--- src/rtl/car_ctrl_pkg.sv ---
// -----------------------------------------------------------------------------
// car_ctrl_pkg
// Shared definitions for the remote-control car link: steering and throttle
// code encodings, the command frame header nibble and the transmitter state
// encoding. Imported by the keyboard decode stage, the command transmitter
// and the car-side receiver so that all three agree on the codes.
// -----------------------------------------------------------------------------
package car_ctrl_pkg;

  // Steering codes (direc)
  localparam logic [1:0] DIR_NONE  = 2'b00;
  localparam logic [1:0] DIR_RIGHT = 2'b01;
  localparam logic [1:0] DIR_LEFT  = 2'b10;

  // Throttle codes (drive)
  localparam logic [1:0] DRV_STOP  = 2'b00;
  localparam logic [1:0] DRV_BACK  = 2'b01;
  localparam logic [1:0] DRV_FWD   = 2'b10;

  // Constant upper nibble of every command frame; lets the receiver reject
  // noise that happens to look like a valid start bit.
  localparam logic [3:0] CMD_HEADER = 4'hA;

  // Serial transmitter states
  typedef enum logic [1:0] {
    ST_IDLE  = 2'd0,
    ST_START = 2'd1,
    ST_DATA  = 2'd2,
    ST_STOP  = 2'd3
  } tx_state_e;

  // 2'b11 is not a legal code for either field (both keys pressed at once);
  // it is folded to the neutral code 2'b00.
  function automatic logic [1:0] sanitize_field(input logic [1:0] f);
    return (f == 2'b11) ? 2'b00 : f;
  endfunction

endpackage

--- src/rtl/car_cmd_tx_if.sv ---
// -----------------------------------------------------------------------------
// car_cmd_tx_if
// Bundles the command inputs and serial-line outputs of car_cmd_tx.
//   direc    [1:0] steering code from the decode stage
//   drive    [1:0] throttle code from the decode stage
//   tx             serial line, idles high
//   busy           high while a frame is on the line
//   last_cmd [3:0] {drive,direc} of the most recently started frame
// master: the command source (decode stage / bench).
// slave : the transmitter.
// -----------------------------------------------------------------------------
interface car_cmd_tx_if;
  logic [1:0] direc;
  logic [1:0] drive;
  logic       tx;
  logic       busy;
  logic [3:0] last_cmd;

  modport master (
    output direc,
    output drive,
    input  tx,
    input  busy,
    input  last_cmd
  );

  modport slave (
    input  direc,
    input  drive,
    output tx,
    output busy,
    output last_cmd
  );
endinterface

--- src/rtl/uart_bit_timer.sv ---
// -----------------------------------------------------------------------------
// uart_bit_timer
// Counts BAUD_DIV enabled clock cycles and pulses bit_done_o on the last cycle
// of each serial bit period, then wraps.
//   clk        system clock
//   rst        asynchronous active-high reset
//   clear_i    restart the bit period (asserted in the cycle a frame is started)
//   en_i       count enable (high while a frame is on the line)
//   bit_done_o one-cycle pulse in the final cycle of a bit period
// -----------------------------------------------------------------------------
module uart_bit_timer #(
  parameter int BAUD_DIV = 10417
) (
  input  logic clk,
  input  logic rst,
  input  logic clear_i,
  input  logic en_i,
  output logic bit_done_o
);

  localparam int CW = $clog2(BAUD_DIV);
  localparam logic [CW-1:0] CNT_LAST = CW'(BAUD_DIV - 1);

  logic [CW-1:0] cnt_q;
  logic [CW-1:0] cnt_d;

  always_comb begin
    cnt_d = cnt_q;
    if (clear_i) begin
      cnt_d = '0;
    end else if (en_i) begin
      cnt_d = (cnt_q == CNT_LAST) ? '0 : cnt_q + 1'b1;
    end
  end

  always_ff @(posedge clk or posedge rst) begin
    if (rst) begin
      cnt_q <= '0;
    end else begin
      cnt_q <= cnt_d;
    end
  end

  assign bit_done_o = en_i && (cnt_q == CNT_LAST);

endmodule

--- src/rtl/car_cmd_tx.sv ---
// -----------------------------------------------------------------------------
// car_cmd_tx
// Serial command transmitter for the remote-control car link. Packs the
// steering and throttle codes into the byte {CMD_HEADER, drive, direc} and
// sends it as an 8N1 frame, LSB first. A frame is started whenever the
// (sanitised) command differs from the last one sent, once after reset, and
// as a keepalive every KEEPALIVE_DIV cycles while the command is unchanged.
//   clk  system clock
//   rst  asynchronous active-high reset (aborts a frame, line goes idle)
//   bus  slave side of car_cmd_tx_if (direc/drive in; tx/busy/last_cmd out)
// -----------------------------------------------------------------------------
module car_cmd_tx #(
  parameter int          BAUD_DIV      = 10417,
  parameter int          KEEPALIVE_DIV = 10000000,
  parameter logic [3:0]  CMD_HEADER    = car_ctrl_pkg::CMD_HEADER
) (
  input  logic         clk,
  input  logic         rst,
  car_cmd_tx_if.slave  bus
);

  import car_ctrl_pkg::*;

  localparam int KW = $clog2(KEEPALIVE_DIV);
  localparam logic [KW-1:0] KA_LAST = KW'(KEEPALIVE_DIV - 1);

  tx_state_e  state_q, state_d;
  logic [7:0] shift_q, shift_d;
  logic [2:0] bit_cnt_q, bit_cnt_d;
  logic [3:0] last_cmd_q, last_cmd_d;
  logic       force_q, force_d;
  logic [KW-1:0] ka_q, ka_d;

  logic [3:0] cmd_s;
  logic       trigger;
  logic       timer_clr;
  logic       bit_done;
  logic       busy;
  logic       tx;

  assign cmd_s = {sanitize_field(bus.drive), sanitize_field(bus.direc)};
  assign busy  = (state_q != ST_IDLE);

  uart_bit_timer #(
    .BAUD_DIV (BAUD_DIV)
  ) u_bit_timer (
    .clk        (clk),
    .rst        (rst),
    .clear_i    (timer_clr),
    .en_i       (busy),
    .bit_done_o (bit_done)
  );

  // Next-state and line output
  always_comb begin
    state_d    = state_q;
    shift_d    = shift_q;
    bit_cnt_d  = bit_cnt_q;
    last_cmd_d = last_cmd_q;
    force_d    = force_q;
    trigger    = 1'b0;
    timer_clr  = 1'b0;
    tx         = 1'b1;

    case (state_q)
      ST_IDLE: begin
        // Inputs are only looked at here; anything that changes during a
        // frame is picked up (as a level) in the first idle cycle.
        if (force_q || (cmd_s != last_cmd_q) || (ka_q == KA_LAST)) begin
          trigger    = 1'b1;
          timer_clr  = 1'b1;
          shift_d    = {CMD_HEADER, cmd_s};
          last_cmd_d = cmd_s;
          force_d    = 1'b0;
          bit_cnt_d  = 3'd0;
          state_d    = ST_START;
        end
      end
      ST_START: begin
        tx = 1'b0;
        if (bit_done) begin
          state_d = ST_DATA;
        end
      end
      ST_DATA: begin
        tx = shift_q[0];
        if (bit_done) begin
          if (bit_cnt_q == 3'd7) begin
            state_d = ST_STOP;
          end else begin
            shift_d   = {1'b0, shift_q[7:1]};
            bit_cnt_d = bit_cnt_q + 3'd1;
          end
        end
      end
      ST_STOP: begin
        tx = 1'b1;
        if (bit_done) begin
          state_d = ST_IDLE;
        end
      end
      default: begin
        state_d = ST_IDLE;
      end
    endcase
  end

  // Keepalive counter runs in every state and saturates, so a keepalive that
  // falls due mid-frame is still pending when the frame ends.
  always_comb begin
    ka_d = ka_q;
    if (trigger) begin
      ka_d = '0;
    end else if (ka_q != KA_LAST) begin
      ka_d = ka_q + 1'b1;
    end
  end

  always_ff @(posedge clk or posedge rst) begin
    if (rst) begin
      state_q    <= ST_IDLE;
      shift_q    <= '0;
      bit_cnt_q  <= '0;
      last_cmd_q <= 4'b0000;
      force_q    <= 1'b1;
      ka_q       <= '0;
    end else begin
      state_q    <= state_d;
      shift_q    <= shift_d;
      bit_cnt_q  <= bit_cnt_d;
      last_cmd_q <= last_cmd_d;
      force_q    <= force_d;
      ka_q       <= ka_d;
    end
  end

  // tx and busy decode only from registered state, so the asynchronous reset
  // returns the line to idle without waiting for a clock edge.
  assign bus.tx       = tx;
  assign bus.busy     = busy;
  assign bus.last_cmd = last_cmd_q;

endmodule

--- src/flat_wrapper.sv ---
// flat-port wrapper written by rule: the top's interface ports become plain ports
module car_cmd_tx_flat import car_ctrl_pkg::*;
#(
  parameter int          BAUD_DIV      = 10417,
  parameter int          KEEPALIVE_DIV = 10000000,
  parameter logic [3:0]  CMD_HEADER    = car_ctrl_pkg::CMD_HEADER
)
  (clk, rst, bus_direc, bus_drive, bus_tx, bus_busy, bus_last_cmd);
  car_cmd_tx_if bus_i ();
  input  logic clk;
  input  logic rst;
  input wire logic [$bits(bus_i.direc)-1:0] bus_direc;
  input wire logic [$bits(bus_i.drive)-1:0] bus_drive;
  output wire logic [$bits(bus_i.tx)-1:0] bus_tx;
  output wire logic [$bits(bus_i.busy)-1:0] bus_busy;
  output wire logic [$bits(bus_i.last_cmd)-1:0] bus_last_cmd;
  assign bus_i.direc = bus_direc;
  assign bus_i.drive = bus_drive;
  assign bus_tx = bus_i.tx;
  assign bus_busy = bus_i.busy;
  assign bus_last_cmd = bus_i.last_cmd;
  car_cmd_tx #(.BAUD_DIV(BAUD_DIV), .KEEPALIVE_DIV(KEEPALIVE_DIV), .CMD_HEADER(CMD_HEADER)) u_core (.clk(clk), .rst(rst), .bus(bus_i));
endmodule
--- config.mk ---
export PLATFORM = sky130hd
export DESIGN_NAME = car_cmd_tx_flat
export DESIGN_NICKNAME = d
export VERILOG_FILES = /design/src/rtl/car_ctrl_pkg.sv /design/src/rtl/car_cmd_tx_if.sv /design/src/rtl/uart_bit_timer.sv /design/src/rtl/car_cmd_tx.sv /design/src/flat_wrapper.sv
export SDC_FILE = /design/constraint.sdc
export NUM_CORES = 1
export LEC_CHECK = 0
export ABC_AREA = 1
export BUFFER_PORTS_ARGS = -buffer_cell sky130_fd_sc_hd__buf_2
export CAP_MARGIN = 10
export CORE_ASPECT_RATIO = 0.6
export CORE_MARGIN = 10
export CORE_UTILIZATION = 45
export CTS_BUF_LIST = sky130_fd_sc_hd__clkbuf_4 sky130_fd_sc_hd__clkbuf_8
export DETAILED_ROUTE_END_ITERATION = 6
export PLACE_DENSITY_LB_ADDON = 0.3
export SYNTH_ARGS = -nofsm -noshare
export SYNTH_HDL_FRONTEND = slang
export SYNTH_SLANG_ARGS = --single-unit
--- constraint.sdc ---
create_clock -name clk -period 1.65 [get_ports clk]
set_input_delay 0.165 -clock clk [delete_from_list [all_inputs] [get_ports clk]]
set_output_delay 0.165 -clock clk [all_outputs]
set_load 0.005 [all_outputs]
==> results_dict.tcl, run 1 <==
set metrics [dict create \
    status "finished with violations" \
    violations "setup timing" \
    min_period_over_period_pct 110 \
    io_pins 12 \
    critPathLaunchType "register" \
    synthCells 447 \
    rows 24 \
    p_sw_mw 2.19 \
    power_per_cell_area_nw_per_um2 1300 \
    final_cells 616 \
    ys_seq_area_share_pct 41.7 \
    hold_viol 0 \
    drt-total-wl_mm 8.38 \
    grt_max_degree 45 \
    rsz0062_at_grt "yes" \
    diodes 0 \
    end_kind "register" \
    setup-violations-final 17 \
    drive_gt1_share_pct 27.3 \
    antenna_found_initial 0 \
    avgRoutedWirePerCell_um 13.6 \
    io_buffers 11 \
    ys_warn_count 0 \
    hp-class "input pin to register" \
    grt_pass1_vias 2924 \
    min_period_ps 1810 \
    root_buffer "clkbuf_8" \
    p_leak_nw 2.03 \
    cts_tree "built" \
    die_w_um 132 \
    gr-total-overflow 0 \
    final_cell_mix "nand2_1 (106), dfrtp_1 (55), nor2_1 (54), inv_1 (49), buf_4 (45)" \
    routed-via-count 3114 \
    gr-usage-all-layers_pct 14.3 \
    required_ps 1920 \
    clockBufferDepth 2 \
    crit_type "register to register" \
    post_drt_via_cell_ratio 5.06 \
    power_frac_clock_pct 17.2 \
    combPwrFrac_pct 48.6 \
    firstDrtPassIters 5 \
    htree_levels 2 \
    synthToLayoutAreaGrowth_pct 25.5 \
    gp_congestion 0.948 \
    internal-power_mw 3.32 \
    peakVddDrop_mv 0.638 \
    slew_violations 0 \
    p_sw_share_pct 39.8 \
    cp_max_fo 3 \
    final_common_cell "nand2_1" \
    cts_sinks 56 \
    tightestPinTransition_ps 374 \
    netlist_area_um2 3360 \
    fp.dieH_um 87.0 \
    finalNetCount 527 \
    setup_tns_ps -508 \
    syn_nets 463 \
    cp.arrival_ps 2070 \
    antenna_left 0 \
    dp_hpwl_mm 5.74 \
    relSlewSlack_pct 74.9 \
    layout_setup_ws_ps -157 \
    clkLatencyLatePin_ps 320 \
    fin_area_um2 4220 \
    whs_ps 128 \
    drt_iter0_drc 231 \
    start_util_pct 46.3 \
    cts.clk_slew.worst_paths_ps 110 \
    grt_first_pass_wirelength_mm 13.8 \
    avgSynthCellArea_um2 7.52 \
    placed_cell_area_um2 3750 \
    drc 0 \
    coreArea_um2 7270 \
    placedCellCount 586 \
    final_core_util_pct 58.1 \
    ys_seq_elements 56 \
    dieArea_um2 11400 \
    clock_skew_ps 9.88 \
    maxCapViolCount 0 \
    p_seq_share_pct 34.2 \
    synth.distinct_cells 32 \
    fmax_mhz 553 \
    numCtsBuffers 5 \
]
## cells in the mapped netlist, drive strengths merged
| library cell | number | area [um^2] |
|---|---|---|
| a21oi | 14 | 81.3 |
| buf | 9 | 88.8 |
| clkbuf | 1 | 3.75 |
| dfrtp | 55 | 1380 |
| dfstp | 1 | 26.3 |
| ha | 10 | 125 |
| inv | 57 | 214 |
| nand2 | 121 | 484 |
| nand3 | 41 | 228 |
| nand3b | 2 | 15.0 |
| nand4 | 10 | 62.6 |
| nor2 | 67 | 277 |
| nor3 | 8 | 45.0 |
| nor3b | 1 | 7.51 |
| nor4 | 1 | 6.26 |
| o21ai | 28 | 155 |
| o22ai | 4 | 25.0 |
| or2 | 3 | 18.8 |
| xnor2 | 4 | 35.0 |
| xor2 | 10 | 87.6 |
## layout make-up
class | count | area, um^2
Multi-Input combinational cell | 325 | 1820
Sequential cell | 56 | 1400
Timing Repair Buffer | 66 | 539
Inverter | 57 | 214
Clock inverter | 3 | 47.5
Fill cell | 648 | 3050
Clock buffer | 5 | 68.8
Tap cell | 104 | 130
## through the flow
step	total power, mW	worst slack (ps)
floorplan	3.34	21.1
global placement	3.91	31.5
detailed placement	3.95	-110
CTS	5.13	-28.6
global route	5.90	-202
finish	5.51	-157
## power groups by stage
stage,Combinational [mW],Sequential [mW],Clock [mW]
floorplan,1.49,1.85,0
global placement,2.05,1.86,0
detailed placement,2.08,1.87,0
CTS,2.31,1.85,0.970
global route,2.96,1.91,1.03
finish,2.68,1.88,0.946
## routing by layer
metal	vias up	track usage, %	share of wire (%)
li1	1552	-	-
met1	1444	20.5	50
met2	103	20.6	41
met3	15	4.61	7.5
met4	0	2.81	1.3
met5	-	0	0
## logic make-up (layout without fill, tap and decap cells)
group	count (synthesis)	after routing	share of synthesized area, %
AND/OR/NAND/NOR	254	255	34.0
adder cells (fa/ha/maj)	10	10	3.72
flip-flops	56	56	41.7
buffers and inverters	67	131	9.12
AO/OA/AOI/OAI	46	46	7.78
XOR/XNOR	14	14	3.65
## sequential cells by signal, indices dropped and copies added, names as in the netlist
| name | count |
|---|---|
| u_core.bit_cnt_q | 3 |
| u_core.bus.last_cmd | 4 |
| u_core.force_q | 1 |
| u_core.ka_q | 24 |
| u_core.shift_q | 8 |
| u_core.state_q | 2 |
| u_core.u_bit_timer.cnt_q | 14 |
## path summary, 6_finish.rpt
check / from / to / slack [ps] / cells past startpoint
hold reg to reg: u_core.force_q / u_core.force_q / 460 / 2
setup / recovery: u_core.u_bit_timer.cnt_q[1] / u_core.u_bit_timer.cnt_q[12] / -160 / 10
setup reg to reg: u_core.u_bit_timer.cnt_q[1] / u_core.u_bit_timer.cnt_q[12] / -160 / 10
max in group asynchronous: rst / u_core.force_q / 730 / 4
hold / removal: bus_drive[0] / u_core.bus.last_cmd[2] / 130 / 3
min in group asynchronous: rst / u_core.ka_q[9] / 330 / 3
## timing repair
item                       4_1_cts  5_1_grt
hold buffers                     1        0
setup endpoints to repair       37       56
pin swaps                        7       13
buffers inserted                 8       12
hold endpoints to repair        12        0
resized for setup               13       47
cloned                           1        0
## worst max-delay path, stage by stage, from the launching register on
cell and delay [ps]:
dfrtp_1 410, buf_4 140, ha_2 190, nand3_1 140, nor2_2 180, nand2_2 90
nor2_4 140, nand2_2 90, a21oi_2 160, o21ai_1 130, nand2_2 70
No activity file was read; power rests on OpenSTA's default activity.
==> inputs of run 2 (changes only) <==
- CELL_PAD_IN_SITES_DETAIL_PLACEMENT: default -> 0
- CELL_PAD_IN_SITES_GLOBAL_PLACEMENT: default -> 1
- CORE_UTILIZATION: 45 -> 43
- REMOVE_ABC_BUFFERS: default -> 1
==> run 2 against run 1 <==
Net effect: the run still ends with setup timing left; wire length is 2.4% higher; register-to-register slack better by 130 ps; first-iteration DRC count rose by 4.8%; maximum frequency increased by 7.7%; sequential power barely moved; count of clock-buffer cells in the layout grew 3; via count is 1.2% higher; clock power is 12% lower; critical path depth down 1; flip-flop and latch count stayed put; sequential share of layout area shrank 1.3 points; die area increased by 3.8%; largest power group unchanged; highest routed layer unchanged.
==> results_dict.tcl, run 2 (synthesis gave the netlist of run 1 again) <==
set metrics [dict create \
    status "finished with violations" \
    violations "setup timing" \
    final_cell_mix "nand2_1 (100), dfrtp_1 (54), nor2_1 (51), buf_4 (49), inv_1 (46)" \
    drive_gt1_share_pct 30.9 \
    fin_area_um2 4390 \
    final_core_util_pct 59.2 \
    cp_slowest_cell "dfrtp_1" \
    placed_cell_area_um2 3840 \
    fp.dieH_um 88.5 \
    gp_congestion 0.910 \
    crit_type "register to register" \
    hp-class "input pin to register" \
    cts.clk_slew.worst_paths_ps 110 \
    clock_skew_ps 9.62 \
    largest_reg_flops 24 \
    layout_setup_ws_ps -28.4 \
    root_buffer "clkbuf_8" \
    rows 24 \
    required_ps 1870 \
    antenna_left 0 \
    grt_pass1_vias 2883 \
    p_leak_nw 2.07 \
    fmax_mhz 596 \
    drc 0 \
    avgRoutedWirePerCell_um 13.7 \
    cts_sinks 56 \
    largestRegisters "u_core.ka_q x24, u_core.u_bit_timer.cnt_q x14, u_core.shift_q x8" \
    io_pins 12 \
    rsz0062_at_grt "yes" \
    final_common_cell "nand2_1" \
    start_util_pct 45.3 \
    clockBufferDepth 2 \
    relSlewSlack_pct 75.6 \
    dp_hpwl_mm 5.89 \
    io_buffers 11 \
    min_period_over_period_pct 102 \
    post_drt_via_cell_ratio 5.02 \
    die_w_um 134 \
    numCtsBuffers 5 \
    peakVddDrop_mv 0.640 \
    critPathBufInv 1 \
    slowest_delay_ps 400 \
    regMostFlops "u_core.ka_q" \
    grt_max_degree 57 \
    firstDrtPassIters 5 \
    coreArea_um2 7420 \
    cp.arrival_ps 1900 \
    hold_viol 0 \
    maxCapViolCount 0 \
    clkLatencyLatePin_ps 320 \
    crit_chain "inv_2 -> ha_4 -> nand4_1 -> nor2_4 -> nand4_1 -> o21ai_4 -> nand2_4 -> nand2_2 -> nand2_1" \
    cts_tree "built" \
    gr-usage-all-layers_pct 14.3 \
    drt-total-wl_mm 8.58 \
    slew_violations 0 \
    dieArea_um2 11900 \
    placedCellCount 599 \
    end_kind "register" \
    setup-violations-final 8 \
    drt_iter0_drc 242 \
    htree_levels 2 \
    finalNetCount 539 \
    gr-total-overflow 0 \
    synthToLayoutAreaGrowth_pct 30.6 \
    critPathLaunchType "register" \
    crit_family "simple AND/OR/NAND/NOR gates" \
    tightestPinTransition_ps 363 \
    diodes 0 \
    whs_ps 127 \
    grt_first_pass_wirelength_mm 13.9 \
    preCtsSetupSlack_ps -95.6 \
    r2r_cells 9 \
    antenna_found_initial 0 \
    power_per_cell_area_nw_per_um2 1290 \
    cp_max_fo 6 \
    routed-via-count 3150 \
    finalPower_mw 5.66 \
    cpMostUsedCell "nand4_1" \
    min_period_ps 1680 \
    min_path_cells 3 \
    final_cells 628 \
    worstSetupPathDepth 9 \
    setup_tns_ps -74.7 \
]
-- run 2: what timing repair did --
item,CTS,global route
hold endpoints to repair,55,0
endpoints found under the setup margin,25,55
buffers inserted,3,12
hold buffers,1,0
cloned,1,4
pin swaps,1,12
gates resized for setup,10,71
-- run 2: layout make-up --
class	count	area, um^2
fillers	687	3030
multi-input cells	327	1900
flip-flops and latches	56	1400
repair buffers	76	646
inverters	57	214
well taps	104	130
clock buffers	8	91.3
-- run 2: where the power goes --
group	total, mW	switching (mW)	internal, mW
Combinational	2.94	1.60	1.34
Sequential	1.89	0.240	1.65
Clock	0.834	0.480	0.354
Total	5.66	2.32	3.34
-- run 2: metal layers --
| layer | share of wire (%) | global-route usage [%] | vias up | wire (um) |
|---|---|---|---|---|
| met4 | 0.86 | 3.15 | 0 | 74 |
| met1 | 54 | 21.5 | 1472 | 4640 |
| met3 | 6.9 | 3.79 | 10 | 590 |
| met5 | 0 | 0 | - | 0 |
| li1 | - | - | 1578 | - |
| met2 | 38 | 19.6 | 90 | 3270 |
-- run 2: final timing paths --
check / start / end / slack (ps)
setup / recovery: u_core.u_bit_timer.cnt_q[0] / u_core.bit_cnt_q[1] / -30
min in group asynchronous: rst / u_core.u_bit_timer.cnt_q[12] / 410
max in group asynchronous: rst / u_core.force_q / 910
hold / removal: bus_drive[0] / u_core.bus.last_cmd[2] / 130
hold reg to reg: u_core.force_q / u_core.force_q / 450
setup reg to reg: u_core.u_bit_timer.cnt_q[0] / u_core.bit_cnt_q[1] / -30
-- run 2: tightest hold or removal path, delay by kind of cell --
family | cells | cell delay [ps]
AOI/OAI and AO/OA | 1 | 60
buffers and inverters | 1 | 120
and+or+nand+nor | 1 | 90
